<file path="config.mk">
export PLATFORM = sky130hd
export DESIGN_NAME = aud_pwm_capture_flat
export DESIGN_NICKNAME = d
export VERILOG_FILES = /design/src/rtl/aud_pwm_capture_if.sv /design/src/rtl/aud_pwm_capture.sv /design/src/flat_wrapper.sv
export SDC_FILE = /design/constraint.sdc
export NUM_CORES = 1
export LEC_CHECK = 0
export ABC_AREA = 1
export BUFFER_PORTS_ARGS = -buffer_cell sky130_fd_sc_hd__clkbuf_2
export CORE_MARGIN = 2
export CORE_UTILIZATION = 55
export CTS_CLUSTER_SIZE = 12
export DETAILED_ROUTE_END_ITERATION = 10
export PLACE_DENSITY = 0.77
export RECOVER_POWER = 25
export SLEW_MARGIN = 20
export SYNTH_ARGS = -nofsm -noshare
export SYNTH_HDL_FRONTEND = slang
export SYNTH_SLANG_ARGS = --single-unit
</file>
<file path="constraint.sdc">
create_clock -name clk -period 3.6 [get_ports clk]
set_input_delay 0.36 -clock clk [delete_from_list [all_inputs] [get_ports clk]]
set_output_delay 0.36 -clock clk [all_outputs]
set_load 0.05 [all_outputs]
</file>
<file path="src/rtl/aud_pwm_capture_if.sv">
// Sample-memory write port of the PWM audio recorder.
//   mem_we    : one-clk write strobe
//   mem_addr  : write address
//   mem_wdata : recovered duty value
// master = recorder (drives the port), slave = sample memory.
interface aud_pwm_capture_if #(
  parameter int DATA_WIDTH = 8,
  parameter int ADDR_WIDTH = 18
);
  logic                  mem_we;
  logic [ADDR_WIDTH-1:0] mem_addr;
  logic [DATA_WIDTH-1:0] mem_wdata;

  modport master (output mem_we, mem_addr, mem_wdata);
  modport slave  (input  mem_we, mem_addr, mem_wdata);
endinterface

</file>
<file path="src/rtl/aud_pwm_capture.sv">
// Audio PWM recorder. Samples a synchronised PWM line once per tick, measures
// the high time of each 2^DATA_WIDTH-tick frame and writes the recovered duty
// (high ticks - 1, floored at 0) to sample memory.
// Ports:
//   clk, rst  : clock, synchronous active-high reset
//   pwm_in    : asynchronous PWM input (2-flop synchronised)
//   start     : level, begin/restart a recording from IDLE/DONE
//   stop      : level, abort an ARM/CAPTURE recording
//   mem       : write port (mem_we / mem_addr / mem_wdata)
//   rec_len   : samples written in the current/last recording
//   busy      : ARM or CAPTURE
//   done      : DONE
module aud_pwm_capture #(
  parameter int DATA_WIDTH = 8,
  parameter int ADDR_WIDTH = 18,
  parameter int MAX_LEN    = 190000,
  parameter int TICK_DIV   = 4
) (
  input  logic                  clk,
  input  logic                  rst,
  input  logic                  pwm_in,
  input  logic                  start,
  input  logic                  stop,
  aud_pwm_capture_if.master     mem,
  output logic [ADDR_WIDTH-1:0] rec_len,
  output logic                  busy,
  output logic                  done
);
  localparam int DW   = DATA_WIDTH;
  localparam int AW   = ADDR_WIDTH;
  localparam int DIVW = (TICK_DIV > 1) ? $clog2(TICK_DIV) : 1;
  localparam logic [DIVW-1:0] DIV_LAST = DIVW'(TICK_DIV - 1);
  localparam logic [AW-1:0]   LEN_LAST = AW'(MAX_LEN - 1);

  typedef enum logic [1:0] {S_IDLE, S_ARM, S_CAPTURE, S_DONE} state_t;

  state_t        state_q, state_d;
  logic [DIVW-1:0] div_q, div_d;
  logic          pwm_m_q, pwm_m_d, pwm_s_q, pwm_s_d, prev_q, prev_d;
  logic [DW-1:0] frame_cnt_q, frame_cnt_d;
  logic [DW:0]   high_cnt_q, high_cnt_d;   // 0..2^DW needs one extra bit
  logic [AW-1:0] rec_len_q, rec_len_d;
  logic          we_q, we_d;
  logic [AW-1:0] addr_q, addr_d;
  logic [DW-1:0] wdata_q, wdata_d;
  logic          busy_q, busy_d, done_q, done_d;

  logic          tick;
  logic [DW:0]   high_nxt;

  always_comb begin
    state_d     = state_q;
    pwm_m_d     = pwm_in;
    pwm_s_d     = pwm_m_q;
    prev_d      = prev_q;
    frame_cnt_d = frame_cnt_q;
    high_cnt_d  = high_cnt_q;
    rec_len_d   = rec_len_q;
    we_d        = 1'b0;
    addr_d      = addr_q;
    wdata_d     = wdata_q;

    tick     = (div_q == DIV_LAST);
    div_d    = tick ? '0 : div_q + DIVW'(1);
    high_nxt = high_cnt_q + {{DW{1'b0}}, pwm_s_q};

    // Edge history tracks the line in every state so ARM only fires on a
    // genuine low->high transition, never on a line that was already high.
    if (tick) prev_d = pwm_s_q;

    case (state_q)
      S_IDLE, S_DONE: begin
        if (start) begin
          state_d   = S_ARM;
          rec_len_d = '0;
          addr_d    = '0;
        end
      end
      S_ARM: begin
        if (stop) begin
          state_d = S_IDLE;
        end else if (tick && pwm_s_q && !prev_q) begin
          // The edge tick itself is frame position 0 and is high.
          state_d     = S_CAPTURE;
          frame_cnt_d = DW'(1);
          high_cnt_d  = (DW+1)'(1);
        end
      end
      S_CAPTURE: begin
        if (tick && (frame_cnt_q == '1)) begin
          // Closing tick wins over stop: the frame is still written.
          we_d        = 1'b1;
          addr_d      = rec_len_q;
          // Low bits of high-1 are exact for 1..2^DW; zero high clamps to 0.
          wdata_d     = (high_nxt == '0) ? '0 : high_nxt[DW-1:0] - DW'(1);
          rec_len_d   = rec_len_q + AW'(1);
          frame_cnt_d = '0;
          high_cnt_d  = '0;
          if (stop || (rec_len_q == LEN_LAST)) state_d = S_DONE;
        end else if (stop) begin
          state_d = S_DONE;
        end else if (tick) begin
          frame_cnt_d = frame_cnt_q + DW'(1);
          high_cnt_d  = high_nxt;
        end
      end
      default: state_d = S_IDLE;
    endcase

    busy_d = (state_d == S_ARM) || (state_d == S_CAPTURE);
    done_d = (state_d == S_DONE);
  end

  always_ff @(posedge clk) begin
    if (rst) begin
      state_q     <= S_IDLE;
      div_q       <= '0;
      pwm_m_q     <= 1'b0;
      pwm_s_q     <= 1'b0;
      prev_q      <= 1'b0;
      frame_cnt_q <= '0;
      high_cnt_q  <= '0;
      rec_len_q   <= '0;
      we_q        <= 1'b0;
      addr_q      <= '0;
      wdata_q     <= '0;
      busy_q      <= 1'b0;
      done_q      <= 1'b0;
    end else begin
      state_q     <= state_d;
      div_q       <= div_d;
      pwm_m_q     <= pwm_m_d;
      pwm_s_q     <= pwm_s_d;
      prev_q      <= prev_d;
      frame_cnt_q <= frame_cnt_d;
      high_cnt_q  <= high_cnt_d;
      rec_len_q   <= rec_len_d;
      we_q        <= we_d;
      addr_q      <= addr_d;
      wdata_q     <= wdata_d;
      busy_q      <= busy_d;
      done_q      <= done_d;
    end
  end

  assign mem.mem_we    = we_q;
  assign mem.mem_addr  = addr_q;
  assign mem.mem_wdata = wdata_q;
  assign rec_len       = rec_len_q;
  assign busy          = busy_q;
  assign done          = done_q;
endmodule
</file>
<file path="src/flat_wrapper.sv">
// flat-port wrapper written by rule: the top's interface ports become plain ports
module aud_pwm_capture_flat 
#(
  parameter int DATA_WIDTH = 8,
  parameter int ADDR_WIDTH = 18,
  parameter int MAX_LEN    = 190000,
  parameter int TICK_DIV   = 4
)
  (clk, rst, pwm_in, start, stop, rec_len, busy, done, mem_mem_we, mem_mem_addr, mem_mem_wdata);
  aud_pwm_capture_if #(.DATA_WIDTH(DATA_WIDTH), .ADDR_WIDTH(ADDR_WIDTH)) mem_i ();
  input  logic clk;
  input  logic rst;
  input  logic pwm_in;
  input  logic start;
  input  logic stop;
  output logic [ADDR_WIDTH-1:0] rec_len;
  output logic busy;
  output logic done;
  output wire logic [$bits(mem_i.mem_we)-1:0] mem_mem_we;
  output wire logic [$bits(mem_i.mem_addr)-1:0] mem_mem_addr;
  output wire logic [$bits(mem_i.mem_wdata)-1:0] mem_mem_wdata;
  assign mem_mem_we = mem_i.mem_we;
  assign mem_mem_addr = mem_i.mem_addr;
  assign mem_mem_wdata = mem_i.mem_wdata;
  aud_pwm_capture #(.DATA_WIDTH(DATA_WIDTH), .ADDR_WIDTH(ADDR_WIDTH), .MAX_LEN(MAX_LEN), .TICK_DIV(TICK_DIV)) u_core (.clk(clk), .rst(rst), .pwm_in(pwm_in), .start(start), .stop(stop), .mem(mem_i), .rec_len(rec_len), .busy(busy), .done(done));
endmodule
</file>
==> results of run 1 <==
-- synth_stat cells, drive strengths merged --
| cell | number |
|---|---|
| clkbuf | 6 |
| o31ai | 1 |
| nand4 | 7 |
| nor3b | 1 |
| or2 | 1 |
| clkinv | 2 |
| dfxtp | 71 |
| o21bai | 4 |
| o21a | 1 |
| nand3 | 24 |
| nand2 | 113 |
| xnor2 | 1 |
| a31oi | 2 |
| a211oi | 1 |
| nor2 | 101 |
| nor3 | 8 |
| xor2 | 4 |
| nor4 | 1 |
| ha | 10 |
| a21oi | 27 |
| nand3b | 1 |
| inv | 66 |
| buf | 8 |
| a22oi | 19 |
| o21ai | 21 |
| o22ai | 1 |
-- metrics by stage --
stage | setup slack, ps | total power [W] | std cells
floorplan | 1514 | 0.001042 | 502
global placement | 1301 | 0.001072 | 618
detailed placement | 1246 | 0.001078 | 618
CTS | 1229 | 0.001780 | 634
global route | 779.5 | 0.001857 | 634
finish | 1161 | 0.001770 | 634
-- cells by family after synthesis --
| logic type | count (synthesis) |
|---|---|
| AOI/OAI and AO/OA | 77 |
| xor gates and xnor gates | 5 |
| adders and majority gates | 10 |
| buffers and inverters | 82 |
| DFF | 71 |
| and+or+nand+nor | 257 |
-- worst paths after layout --
path | start | to | slack [ps] | depth (start not counted)
worst max-delay path | rst | u_core.rec_len[7]$_SDFFE_PP0P_ | 1160 | 6
worst min register to register | u_core.pwm_m_q$_SDFF_PP0_ | u_core.pwm_s_q$_SDFF_PP0_ | 410 | 2
worst max register to register | u_core.state_q[0]$_SDFF_PP0_ | u_core.rec_len[9]$_SDFFE_PP0P_ | 1230 | 9
worst min-delay path | pwm_in | u_core.pwm_m_q$_SDFF_PP0_ | 200 | 3
-- final cells by class --
class                           instances  area share
Clock buffer                           10     0.03193
Tap cell                               77     0.02411
Timing Repair Buffer                   53     0.05917
Inverter                               68     0.06575
Sequential cell                        71      0.3557
Clock inverter                          6     0.02348
Multi-Input combinational cell        349      0.4399
-- routing by layer --
layer  vias to the layer above  global-route usage  part of all wire
li1                       1713                   -                 -
met1                      1492              0.2939              0.47
met2                        79              0.3701              0.47
met3                        12             0.05638             0.054
met4                         0             0.06891             0.011
met5                         -                   0                 0
-- power groups by stage --
stage / clock (W) / combinational [W] / sequential (W)
global route: 0.000755 / 0.000267 / 0.000835
detailed placement: 0 / 0.000228 / 0.000850
finish: 0.000710 / 0.000228 / 0.000832
floorplan: 0 / 0.000193 / 0.000849
global placement: 0 / 0.000224 / 0.000849
CTS: 0.000719 / 0.000230 / 0.000831
-- worst register-to-register path, delay by kind of cell (launching register included) --
kind / cells / cell delay [ps]
AND/OR/NAND/NOR: 4 / 670
buffers and inverters: 3 / 490
adder cells (fa/ha/maj): 1 / 460
flip-flops: 1 / 330
AO/OA/AOI/OAI: 1 / 330
-- registers in the layout, summed over array words and instances (netlist names), 2 cells and up --
name and count:
u_core.state_q 2, u_core.frame_cnt_q 8, u_core.mem.mem_wdata 8, u_core.mem.mem_addr 18, u_core.rec_len 18, u_core.high_cnt_q 9, u_core.div_q 2
==> impl_table.tex, run 1 <==
\begin{tabular}{lr}
\hline
Metric & Value \\
\hline
\multicolumn{2}{l}{\textbf{Outcome}} \\
Outcome & complete, but fails checks \\
Violated checks & max-capacitance violations, max-slew violations \\
\multicolumn{2}{l}{\textbf{Yosys}} \\
Avg Synthesized Cell Area & 7.034 um\^{}2 \\
Share of cell area taken by muxes after synthesis & 0 \\
Area share of the leading cell type in the synthesized netlist & 0.4026 \\
Complex-gate fraction of the synthesized area & 0.1332 \\
Post-Synth Adder-Cell Area & 0.03544 \\
Most area-consuming cells after synthesis & sky130\_fd\_sc\_hd\_\_dfxtp\_1 (40\%), sky130\_fd\_sc\_hd\_\_nand2\_1 (12\%), sky130\_fd\_sc\_hd\_\_nor2\_1 (10\%), sky130\_fd\_sc\_hd\_\_inv\_1 (6.6\%), sky130\_fd\_sc\_hd\_\_a22oi\_1 (4.0\%) \\
Xor/xnor cell area share of the yosys netlist & 0.01240 \\
Count of warnings emitted by yosys & 0 \\
Net count of the mapped netlist & roughly 520 \\
Cell accounting for the most synthesized area & sky130\_fd\_sc\_hd\_\_dfxtp\_1 \\
Combined area of all synthesized cells & between 3000 and 4000 um\^{}2 \\
Post-synthesis sequential area ratio & 0.4026 \\
Dominant combinational cell family by area after synthesis & simple AND/OR/NAND/NOR gates \\
Cell variety after synth & 42 \\
Post-Synth Simple-Gate Area & 0.3168 \\
FF+latch count, synth & between 70 and 80 \\
Number of instances in the synthesized netlist & about 500 \\
\multicolumn{2}{l}{\textbf{Timing}} \\
Period minus WS final & between 2000 and 2500 ps \\
Number of setup violations in the final report & 0 \\
Tightest Pin Transition & around 1700 ps \\
Count of final hold-check violations & 0 \\
Post-Route Skew & 12.38 ps \\
Slew Limit Fails & 39 \\
Worst slew margin relative to its limit & -0.1428 \\
Setup tns final & 0 ps \\
Share of the cycle needed by the critical path after routing & 0.6776 \\
Fmax achieved & between 0.4 and 0.5 GHz \\
Setup repair after global routing missed its margin & false \\
Worst hold margin & $\sim$200 ps \\
\multicolumn{2}{l}{\textbf{Power}} \\
Sequential fraction of design power & 0.470 \\
Switching share of total power & 0.2780 \\
Lkg Pwr & 1.652 nW \\
Share of power burned in combinational logic & 0.129 \\
Power Internal & 0.001278 W \\
Peak supply drop & 0.2932 mV \\
Power per unit of standard cell area & $\sim$440 nW/um\^{}2 \\
Switching power & slightly below 0.0005 W \\
Portion of total power attributed to the clock network & 0.401 \\
\multicolumn{2}{l}{\textbf{Placed design}} \\
Area after DPL & 3809 um\^{}2 \\
HPWL Detailed & $\sim$5.4 mm \\
Port buffer count & 51 \\
Routability congestion estimate from global placement & about 0.86 \\
\multicolumn{2}{l}{\textbf{Clock network}} \\
Post-CTS Resized & 0 \\
Clock-pin slew on the worst setup and hold paths & approximately 70 ps \\
Post-CTS setup buffer count & 0 \\
H-Tree Depth & 3 \\
Number of buffers inserted during clock tree synthesis & 9 \\
CTS Hold Bufs & 0 \\
Buffer levels on the longest clock path & 2 \\
CTS sink count & 71 \\
Insertion delay of the later-clocked pin in the worst-skew pair & approximately 360 ps \\
TritonCTS clock tree & done \\
Root Buffer & sky130\_fd\_sc\_hd\_\_clkbuf\_8 \\
\multicolumn{2}{l}{\textbf{Floorplanning}} \\
Number of placement rows & 29 \\
Starting utilization of the core area & 0.5625 \\
Ports & 52 \\
Overall die area & slightly above 7000 um\^{}2 \\
Standard cell core area & roughly 6300 um\^{}2 \\
Die outline height & 84.13 um \\
Width of the die & about 84 um \\
\multicolumn{2}{l}{\textbf{Finish}} \\
Number of filler cells placed in the layout & about 600 \\
Ant. Diodes & 0 \\
Top library cells by usage in the layout, fill and taps aside & sky130\_fd\_sc\_hd\_\_nand2\_1 (110), sky130\_fd\_sc\_hd\_\_nor2\_1 (96), sky130\_fd\_sc\_hd\_\_dfxtp\_1 (71) \\
Relative area change from synthesis to final layout & 13.18\% \\
Share of post-route cells with drive strength above 1 & 0.1059 \\
Area used by multi-input combinational logic & around 1800 um\^{}2 \\
Number of nets in the layout & about 570 \\
Fin util & 0.6366 \\
Summed area of non-filler cells in the final layout & between 3000 and 4000 um\^{}2 \\
Most common cell after layout, fill and taps aside & sky130\_fd\_sc\_hd\_\_nand2\_1 \\
Storage cell area & 1421 um\^{}2 \\
\multicolumn{2}{l}{\textbf{Setup path}} \\
Gate family responsible for the most delay along the worst path & buffers and inverters \\
Arr. time, crit path & 2680 ps \\
Type of element capturing the critical path & flop \\
Type of the setup path with the least slack & in2reg \\
Worst path required time & around 3800 ps \\
Cell occurring most often along the worst timing path & sky130\_fd\_sc\_hd\_\_clkinv\_1 \\
Critical Path Source Type & input pin \\
Buffers and inverters on the worst path & 3 \\
Largest stage delay on the critical path & approximately 1200 ps \\
Ordered list of cells on the worst path & clkbuf\_1 > clkinv\_1 > nand2\_1 > clkinv\_1 > o21ai\_0 > a21oi\_1 \\
Slowest stage cell on the critical path & sky130\_fd\_sc\_hd\_\_clkbuf\_1 \\
Critical path fanouts, max & 38 \\
\multicolumn{2}{l}{\textbf{Routing}} \\
Detail Route Antenna Nets & 0 \\
DR vias/cell & a little over 5 \\
Post-detailed-route DRC marker count & 0 \\
Via count & between 3,000 and 4,000 \\
Routed wire length per instance & around 12 um \\
DRT iter0 DRCs & around 190 \\
Total iterations of the first detailed-routing run & 4 \\
Total routed wirelength & about 7.6 mm \\
\multicolumn{2}{l}{\textbf{Job}} \\
Max-cap violations & 1 \\
\multicolumn{2}{l}{\textbf{GRT}} \\
GRT overflow & 0 \\
First-pass GRT wire length & about 13 mm \\
Global router's overall resource usage & 0.2257 \\
Vias in the first global route & 2,940 \\
Pin count of the biggest net entering global routing & 39 \\
Number of antenna violations at the first check in global routing & 0 \\
\multicolumn{2}{l}{\textbf{Min path}} \\
Worst hold path type & in2reg \\
\hline
\end{tabular}
No activity file was read; power rests on OpenSTA's default activity.
==> run 2, diff against run 1 <==
clock period = 2.55 ns   (was 3.6 ns; I/O delays follow)
==> run 2 against run 1 <==
The flow still finishes with violations (max-capacitance violations, max-slew violations). Sequential cell count did not move. Sequential power rose by 41%. Via count rose by 0.21%. First-iteration DRC count fell by 13%. Non-clock buffer count rose by 4. Clock skew fell by 2.8 ps. Routed wire length rose by 0.54%. Register-to-register slack got worse by 830 ps. Total power rose by 36%. Die area did not move. Combinational power rose by 43%. Critical endpoint is now u_core.rec_len[16]$_SDFFE_PP0P_. Largest power group unchanged. Highest routed layer unchanged.
==> impl_table.tex, run 2 (synthesis gave the netlist of run 1 again) <==
\begin{tabular}{lr}
\hline
Metric & Value \\
\hline
\multicolumn{2}{l}{\textbf{Timing}} \\
Period minus WS final & 2146 ps \\
Fmax achieved & 0.4661 GHz \\
Worst Setup Slack, final & 404.4 ps (-756.2 ps) \\
Slew Limit Fails & 38 (-2.6\%) \\
Worst slew margin relative to its limit & -0.06862 (+0.07422) \\
Setup tns final & 0 ps (unchanged) \\
Post-Route Skew & 9.626 ps (-2.750 ps) \\
Tightest Pin Transition & 1603 ps (-111.3 ps) \\
Setup repair after global routing missed its margin & false \\
Number of setup violations in the final report & 0 (unchanged) \\
Count of final hold-check violations & 0 (unchanged) \\
Share of the cycle needed by the critical path after routing & 0.8414 \\
\multicolumn{2}{l}{\textbf{Floorplanning}} \\
Starting utilization of the core area & 0.5625 (unchanged) \\
Die outline height & 84.13 um (unchanged) \\
Ports & 52 (unchanged) \\
Overall die area & 7077 um\^{}2 (unchanged) \\
Standard cell core area & 6277 um\^{}2 (unchanged) \\
Width of the die & 84.13 um (unchanged) \\
Number of placement rows & 29 (unchanged) \\
\multicolumn{2}{l}{\textbf{Placed design}} \\
HPWL Detailed & 5.472 mm (+1.8\%) \\
Port buffer count & 51 (unchanged) \\
Routability congestion estimate from global placement & 0.8730 (+1.0\%) \\
Pre-CTS setup slack & 440.1 ps (-805.4 ps) \\
\multicolumn{2}{l}{\textbf{GRT}} \\
Number of antenna violations at the first check in global routing & 0 (unchanged) \\
GRT overflow & 0 (unchanged) \\
Global router's overall resource usage & 0.2274 (+0.001663) \\
Vias in the first global route & 3,021 (+2.8\%) \\
First-pass GRT wire length & 13.46 mm (+2.4\%) \\
Pin count of the biggest net entering global routing & 38 (-2.6\%) \\
\multicolumn{2}{l}{\textbf{Routing}} \\
DR vias/cell & 5.185 (-0.26\%) \\
Total routed wirelength & 7.648 mm (+0.54\%) \\
Via count & 3,303 (+0.21\%) \\
Post-detailed-route DRC marker count & 0 (unchanged) \\
Routed wire length per instance & 12.01 um (about the same) \\
DRT iter0 DRCs & 166 (-13\%) \\
Detail Route Antenna Nets & 0 (unchanged) \\
Total iterations of the first detailed-routing run & 5 (+1) \\
\multicolumn{2}{l}{\textbf{Setup path}} \\
Startpoint of the worst-slack reg-to-reg timing path & u\_core.state\_q[0]\$\_SDFF\_PP0\_ \\
Critical path fanouts, max & 18 (-53\%) \\
Type of element capturing the critical path & flop \\
Crit. Startpoint & u\_core.state\_q[0]\$\_SDFF\_PP0\_ \\
Critical Path Source Type & flop \\
Arr. time, crit path & 2370 ps (-310 ps) \\
Type of the setup path with the least slack & reg2reg \\
Worst path required time & 2780 ps (-1060 ps) \\
\multicolumn{2}{l}{\textbf{Clock network}} \\
CTS Hold Bufs & 0 (unchanged) \\
Insertion delay of the later-clocked pin in the worst-skew pair & 340 ps (-20 ps) \\
Root Buffer & sky130\_fd\_sc\_hd\_\_clkbuf\_8 \\
CTS sink count & 71 (unchanged) \\
Buffer levels on the longest clock path & 2 (unchanged) \\
TritonCTS clock tree & done \\
Clock-pin slew on the worst setup and hold paths & 80 ps (about the same) \\
Number of buffers inserted during clock tree synthesis & 9 (unchanged) \\
Post-CTS Resized & 0 (unchanged) \\
H-Tree Depth & 3 (unchanged) \\
Post-CTS setup buffer count & 0 (unchanged) \\
\multicolumn{2}{l}{\textbf{Outcome}} \\
Violated checks & max-capacitance violations, max-slew violations \\
Outcome & complete, but fails checks \\
\multicolumn{2}{l}{\textbf{Min path}} \\
Worst hold path type & in2reg \\
Min-delay src & pwm\_in \\
\multicolumn{2}{l}{\textbf{Finish}} \\
Number of nets in the layout & 571 (+0.71\%) \\
Most common cell after layout, fill and taps aside & sky130\_fd\_sc\_hd\_\_nand2\_1 \\
Share of post-route cells with drive strength above 1 & 0.1143 (+0.008361) \\
Relative area change from synthesis to final layout & 13.29\% (about the same) \\
Top library cells by usage in the layout, fill and taps aside & sky130\_fd\_sc\_hd\_\_nand2\_1 (110), sky130\_fd\_sc\_hd\_\_nor2\_1 (96), sky130\_fd\_sc\_hd\_\_dfxtp\_1 (71) \\
Number of filler cells placed in the layout & 594 (+0.34\%) \\
Ant. Diodes & 0 (unchanged) \\
\multicolumn{2}{l}{\textbf{Power}} \\
Lkg Pwr & 1.662 nW (+0.59\%) \\
Peak supply drop & 0.3371 mV (+15\%) \\
Power per unit of standard cell area & 599.9 nW/um\^{}2 (+35\%) \\
Sum of internal, switching and leakage power & 0.002400 W (+36\%) \\
\multicolumn{2}{l}{\textbf{Job}} \\
Max-cap violations & 1 (unchanged) \\
\hline
\end{tabular}
run 2: changes by cell type in the layout (fill, tap and decap cells not counted):
cell,change
sky130_fd_sc_hd__clkbuf_2,+2
sky130_fd_sc_hd__clkinvlp_4,+1
sky130_fd_sc_hd__bufinv_16,-1
sky130_fd_sc_hd__clkinv_2,+1
sky130_fd_sc_hd__clkbuf_1,-2
sky130_fd_sc_hd__inv_6,-1
sky130_fd_sc_hd__clkinv_4,-1
sky130_fd_sc_hd__buf_4,+3
sky130_fd_sc_hd__clkbuf_8,+1
run 2: per-layer routing:
metal | vias to the layer above | part of all wire | GRT usage
met3 | 12 | 0.055 | 0.03660
met2 | 93 | 0.46 | 0.3694
li1 | 1710 | - | -
met4 | 0 | 0.016 | 0.08651
met5 | - | 0 | 0
met1 | 1488 | 0.47 | 0.3049
run 2: path summary, 6_finish.rpt:
check | endpoint | slack (ps) | depth (start not counted)
hold / removal | u_core.pwm_m_q$_SDFF_PP0_ | 100 | 3
hold reg to reg | u_core.pwm_s_q$_SDFF_PP0_ | 410 | 2
setup reg to reg | u_core.rec_len[16]$_SDFFE_PP0P_ | 400 | 9
setup / recovery | u_core.rec_len[16]$_SDFFE_PP0P_ | 400 | 9
run 2: area by class of cell:
cell class | count | area [um^2] | area share
clock inverters | 5 | 58.81 | 0.01470
repair buffers | 57 | 265.3 | 0.06631
multi-input cells | 349 | 1758 | 0.4395
inverters | 68 | 262.8 | 0.06569
flip-flops and latches | 71 | 1421 | 0.3553
clock buffers | 10 | 137.6 | 0.03441
well taps | 77 | 96.34 | 0.02409
run 2: where the power goes:
group,total [W],switching (W),leakage (nW),internal (W)
sequential,0.00117,0.0000307,0.576,0.00114
clock,0.000899,0.000426,0.0944,0.000473
combinational,0.000326,0.000220,0.992,0.000106
run 2: critical path: stages, from the launching register on:
cell and delay, ps:
sky130_fd_sc_hd__dfxtp_1 360, sky130_fd_sc_hd__inv_1 80, sky130_fd_sc_hd__ha_1 340, sky130_fd_sc_hd__inv_1 90, sky130_fd_sc_hd__nor2_1 60, sky130_fd_sc_hd__a21oi_1 300
sky130_fd_sc_hd__nand2_4 200, sky130_fd_sc_hd__buf_4 250, sky130_fd_sc_hd__o31ai_1 270, sky130_fd_sc_hd__nor2_1 70
run 2: stage by stage:
stage	util	hold WS (ps)	area [um^2]	cells
floorplan	-	362.0	3531	502
global placement	0.6115	388.9	3839	622
detailed placement	0.6115	398.8	3839	622
CTS	0.6428	96.12	4035	637
global route	0.6372	123.4	4000	637
finish	0.6372	103.6	4000	637
==> run 3, diff against run 2 <==
CORE_UTILIZATION = 51   (was 55)
PLACE_DENSITY = 0.75   (was 0.77)
clock period = 1.9 ns   (was 2.55 ns; I/O delays follow)
==> run 3 against run 2 <==
The run now ends clean. Total power rose by 36%. Design area increased by 7.3%. Routed wire length rose by 4.7%. Sequential share of layout area is 2.1 points lower. Core utilization fell by 0.19 points. Count of clock-buffer cells in the layout is 1 lower. Combinational power grew 56%. Critical path depth rose by 5. First-iteration DRC count fell by 23%. Highest routed layer unchanged.
==> impl_table.tex, run 3 (synthesis gave the netlist of run 1 again) <==
\begin{tabular}{lr}
\hline
Metric & Value \\
\hline
\multicolumn{2}{l}{\textbf{Outcome}} \\
Outcome & finished clean \\
\multicolumn{2}{l}{\textbf{Clock network}} \\
Clock-pin slew on the worst setup and hold paths & 70 ps (about the same) \\
CTS sink count & 71 (unchanged) \\
Insertion delay of the later-clocked pin in the worst-skew pair & 350 ps (about the same) \\
Root Buffer & sky130\_fd\_sc\_hd\_\_clkbuf\_8 \\
Buffer levels on the longest clock path & 2 (unchanged) \\
H-Tree Depth & 3 (unchanged) \\
CTS Hold Bufs & 0 (unchanged) \\
TritonCTS clock tree & done \\
Number of buffers inserted during clock tree synthesis & 9 (unchanged) \\
\multicolumn{2}{l}{\textbf{Job}} \\
Max-cap violations & 0 (-1) \\
\multicolumn{2}{l}{\textbf{Timing}} \\
Share of the cycle needed by the critical path after routing & 0.9704 (+0.1289) \\
Period minus WS final & 1844 ps (-301.9 ps) \\
Post-Route Skew & 7.117 ps (-2.509 ps) \\
Worst slew margin relative to its limit & 0.5886 (+0.6572) \\
Setup repair after global routing missed its margin & true \\
Slew Limit Fails & 0 (-100\%) \\
Setup tns final & 0 ps (unchanged) \\
Worst hold margin & 24.81 ps (-78.76 ps) \\
Fmax achieved & 0.5424 GHz (+16\%) \\
Tightest Pin Transition & 619.7 ps (-983.2 ps) \\
Number of setup violations in the final report & 0 (unchanged) \\
Count of final hold-check violations & 0 (unchanged) \\
\multicolumn{2}{l}{\textbf{Placed design}} \\
Area after DPL & 3948 um\^{}2 (+2.8\%) \\
Routability congestion estimate from global placement & 0.8282 (-5.1\%) \\
HPWL Detailed & 5.587 mm (+2.1\%) \\
Port buffer count & 51 (unchanged) \\
\multicolumn{2}{l}{\textbf{Floorplanning}} \\
Starting utilization of the core area & 0.5226 (-0.03989) \\
Overall die area & 7605 um\^{}2 (+7.5\%) \\
Width of the die & 87.21 um (+3.7\%) \\
Standard cell core area & 6756 um\^{}2 (+7.6\%) \\
Number of placement rows & 30 (+3.4\%) \\
Die outline height & 87.21 um (+3.7\%) \\
Ports & 52 (unchanged) \\
\multicolumn{2}{l}{\textbf{Setup path}} \\
Ordered list of cells on the worst path & ha\_4 > nand3\_4 > nor2\_4 > nand4\_4 > inv\_2 > nand3\_2 > nand3\_2 > nand2\_1 > nand2\_1 > nand2\_1 > inv\_1 > ha\_1 > inv\_1 > nor2\_1 \\
Worst-case register-to-register setup slack & 60 ps (-350 ps) \\
Setup crit end & u\_core.busy\$\_SDFF\_PP0\_ \\
Crit. Startpoint & u\_core.frame\_cnt\_q[1]\$\_SDFFE\_PP0P\_ \\
Type of element capturing the critical path & flop \\
Arr. time, crit path & 2070 ps (-300 ps) \\
Slowest stage cell on the critical path & sky130\_fd\_sc\_hd\_\_dfxtp\_4 \\
Crit. path cell count & 14 (+5) \\
Cell occurring most often along the worst timing path & sky130\_fd\_sc\_hd\_\_nand2\_1 \\
Reg-to-reg critical path endpoint & u\_core.busy\$\_SDFF\_PP0\_ \\
Critical path fanouts, max & 4 (-14) \\
Critical Path Source Type & flop \\
FF-to-FF path depth & 14 (+5) \\
Startpoint of the worst-slack reg-to-reg timing path & u\_core.frame\_cnt\_q[1]\$\_SDFFE\_PP0P\_ \\
Largest stage delay on the critical path & 370 ps (about the same) \\
Type of the setup path with the least slack & reg2reg \\
Buffers and inverters on the worst path & 3 (unchanged) \\
Gate family responsible for the most delay along the worst path & simple AND/OR/NAND/NOR gates \\
Worst path required time & 2120 ps (-660 ps) \\
\multicolumn{2}{l}{\textbf{Finish}} \\
Top library cells by usage in the layout, fill and taps aside & sky130\_fd\_sc\_hd\_\_nand2\_1 (106), sky130\_fd\_sc\_hd\_\_nor2\_1 (94), sky130\_fd\_sc\_hd\_\_dfxtp\_1 (64) \\
Relative area change from synthesis to final layout & 21.58\% \\
Number of nets in the layout & 587 (+2.8\%) \\
Ant. Diodes & 0 (unchanged) \\
Share of post-route cells with drive strength above 1 & 0.1927 (+0.07842) \\
Most common cell after layout, fill and taps aside & sky130\_fd\_sc\_hd\_\_nand2\_1 \\
Summed area of non-filler cells in the final layout & 4293 um\^{}2 (+7.3\%) \\
\multicolumn{2}{l}{\textbf{Min path}} \\
Worst hold path type & in2reg \\
Min-delay src & pwm\_in \\
\multicolumn{2}{l}{\textbf{Routing}} \\
Post-detailed-route DRC marker count & 0 (unchanged) \\
Via count & 3,342 (+1.2\%) \\
Total iterations of the first detailed-routing run & 5 (unchanged) \\
DRT iter0 DRCs & 127 (-23\%) \\
Total routed wirelength & 8.006 mm (+4.7\%) \\
DR vias/cell & 5.095 (-1.7\%) \\
Routed wire length per instance & 12.20 um (+1.6\%) \\
Detail Route Antenna Nets & 0 (unchanged) \\
\multicolumn{2}{l}{\textbf{GRT}} \\
Vias in the first global route & 2,893 (-4.2\%) \\
Number of antenna violations at the first check in global routing & 0 (unchanged) \\
First-pass GRT wire length & 13.02 mm (-3.3\%) \\
Pin count of the biggest net entering global routing & 38 (unchanged) \\
GRT overflow & 0 (unchanged) \\
Global router's overall resource usage & 0.2128 (-0.01458) \\
\multicolumn{2}{l}{\textbf{Power}} \\
Lkg Pwr & 1.767 nW (+6.3\%) \\
Peak supply drop & 0.3946 mV (+17\%) \\
Power per unit of standard cell area & 761.1 nW/um\^{}2 (+27\%) \\
Sum of internal, switching and leakage power & 0.003267 W (+36\%) \\
\hline
\end{tabular}
run 3: changes by cell type in the layout (fill, tap and decap cells not counted), moves of 4 or more:
cell,before,now
sky130_fd_sc_hd__ha_4,0,4
sky130_fd_sc_hd__buf_4,5,20
sky130_fd_sc_hd__ha_1,10,6
sky130_fd_sc_hd__dfxtp_2,0,5
sky130_fd_sc_hd__nand2_1,110,106
sky130_fd_sc_hd__nand2_2,0,4
sky130_fd_sc_hd__dfxtp_1,71,64
sky130_fd_sc_hd__clkbuf_1,26,22
run 3: cell type report:
type | instances | area [um^2]
clock buffer | 9 | 123.9
clock inverter | 6 | 62.56
fill | 604 | 2464
inverter | 68 | 276.5
multi-input combinational | 349 | 1877
sequential | 71 | 1435
tap | 80 | 100.1
timing repair buffer | 73 | 417.9
run 3: worst min-delay path by stage:
stage	to	depth (start not counted)
after floorplan	u_core.pwm_m_q$_SDFF_PP0_	2
after global placement	u_core.pwm_m_q$_SDFF_PP0_	3
after detailed placement	u_core.pwm_m_q$_SDFF_PP0_	3
after CTS	u_core.pwm_m_q$_SDFF_PP0_	3
after global routing	u_core.pwm_m_q$_SDFF_PP0_	3
final	u_core.pwm_m_q$_SDFF_PP0_	3
run 3: worst register-to-register path, stage by stage (launching register included):
cell and delay [ps]:
sky130_fd_sc_hd__dfxtp_4 370, sky130_fd_sc_hd__ha_4 150, sky130_fd_sc_hd__nand3_4 90, sky130_fd_sc_hd__nor2_4 180, sky130_fd_sc_hd__nand4_4 160, sky130_fd_sc_hd__inv_2 120
sky130_fd_sc_hd__nand3_2 70, sky130_fd_sc_hd__nand3_2 60, sky130_fd_sc_hd__nand2_1 40, sky130_fd_sc_hd__nand2_1 60, sky130_fd_sc_hd__nand2_1 70, sky130_fd_sc_hd__inv_1 60
sky130_fd_sc_hd__ha_1 210, sky130_fd_sc_hd__inv_1 50, sky130_fd_sc_hd__nor2_1 30
run 3: through the flow:
step | setup slack, ps | utilization | std cells
2_1_floorplan | 18.04 | - | 502
3_3_place_gp | 19.62 | 0.5843 | 637
3_5_place_dp | -13.10 | 0.5843 | 637
4_1_cts | 4.389 | 0.6131 | 652
5_1_grt | -55.55 | 0.6354 | 656
6_report | 56.29 | 0.6354 | 656
run 3: timing repair:
action	4_1_cts	5_1_grt
pin swaps	0	12
gates resized for setup	3	35
setup endpoints to repair	4	60
buffers inserted	0	4
hold endpoints to repair	0	0
run 3: metal layers:
metal	part of all wire	track usage	routed length, um
met3	0.038	0.03223	304
met2	0.48	0.3442	3820
met1	0.47	0.2865	3770
met4	0.014	0.08252	110
met5	0	0	0
run 3: power breakdown:
part	internal (W)	total [W]	switching, W	leakage [nW]
Sequential	0.00154	0.00158	0.0000490	0.579
Clock	0.000596	0.00117	0.000577	0.0988
Combinational	0.000190	0.000509	0.000320	1.09
Total	0.00232	0.00327	0.000945	1.77
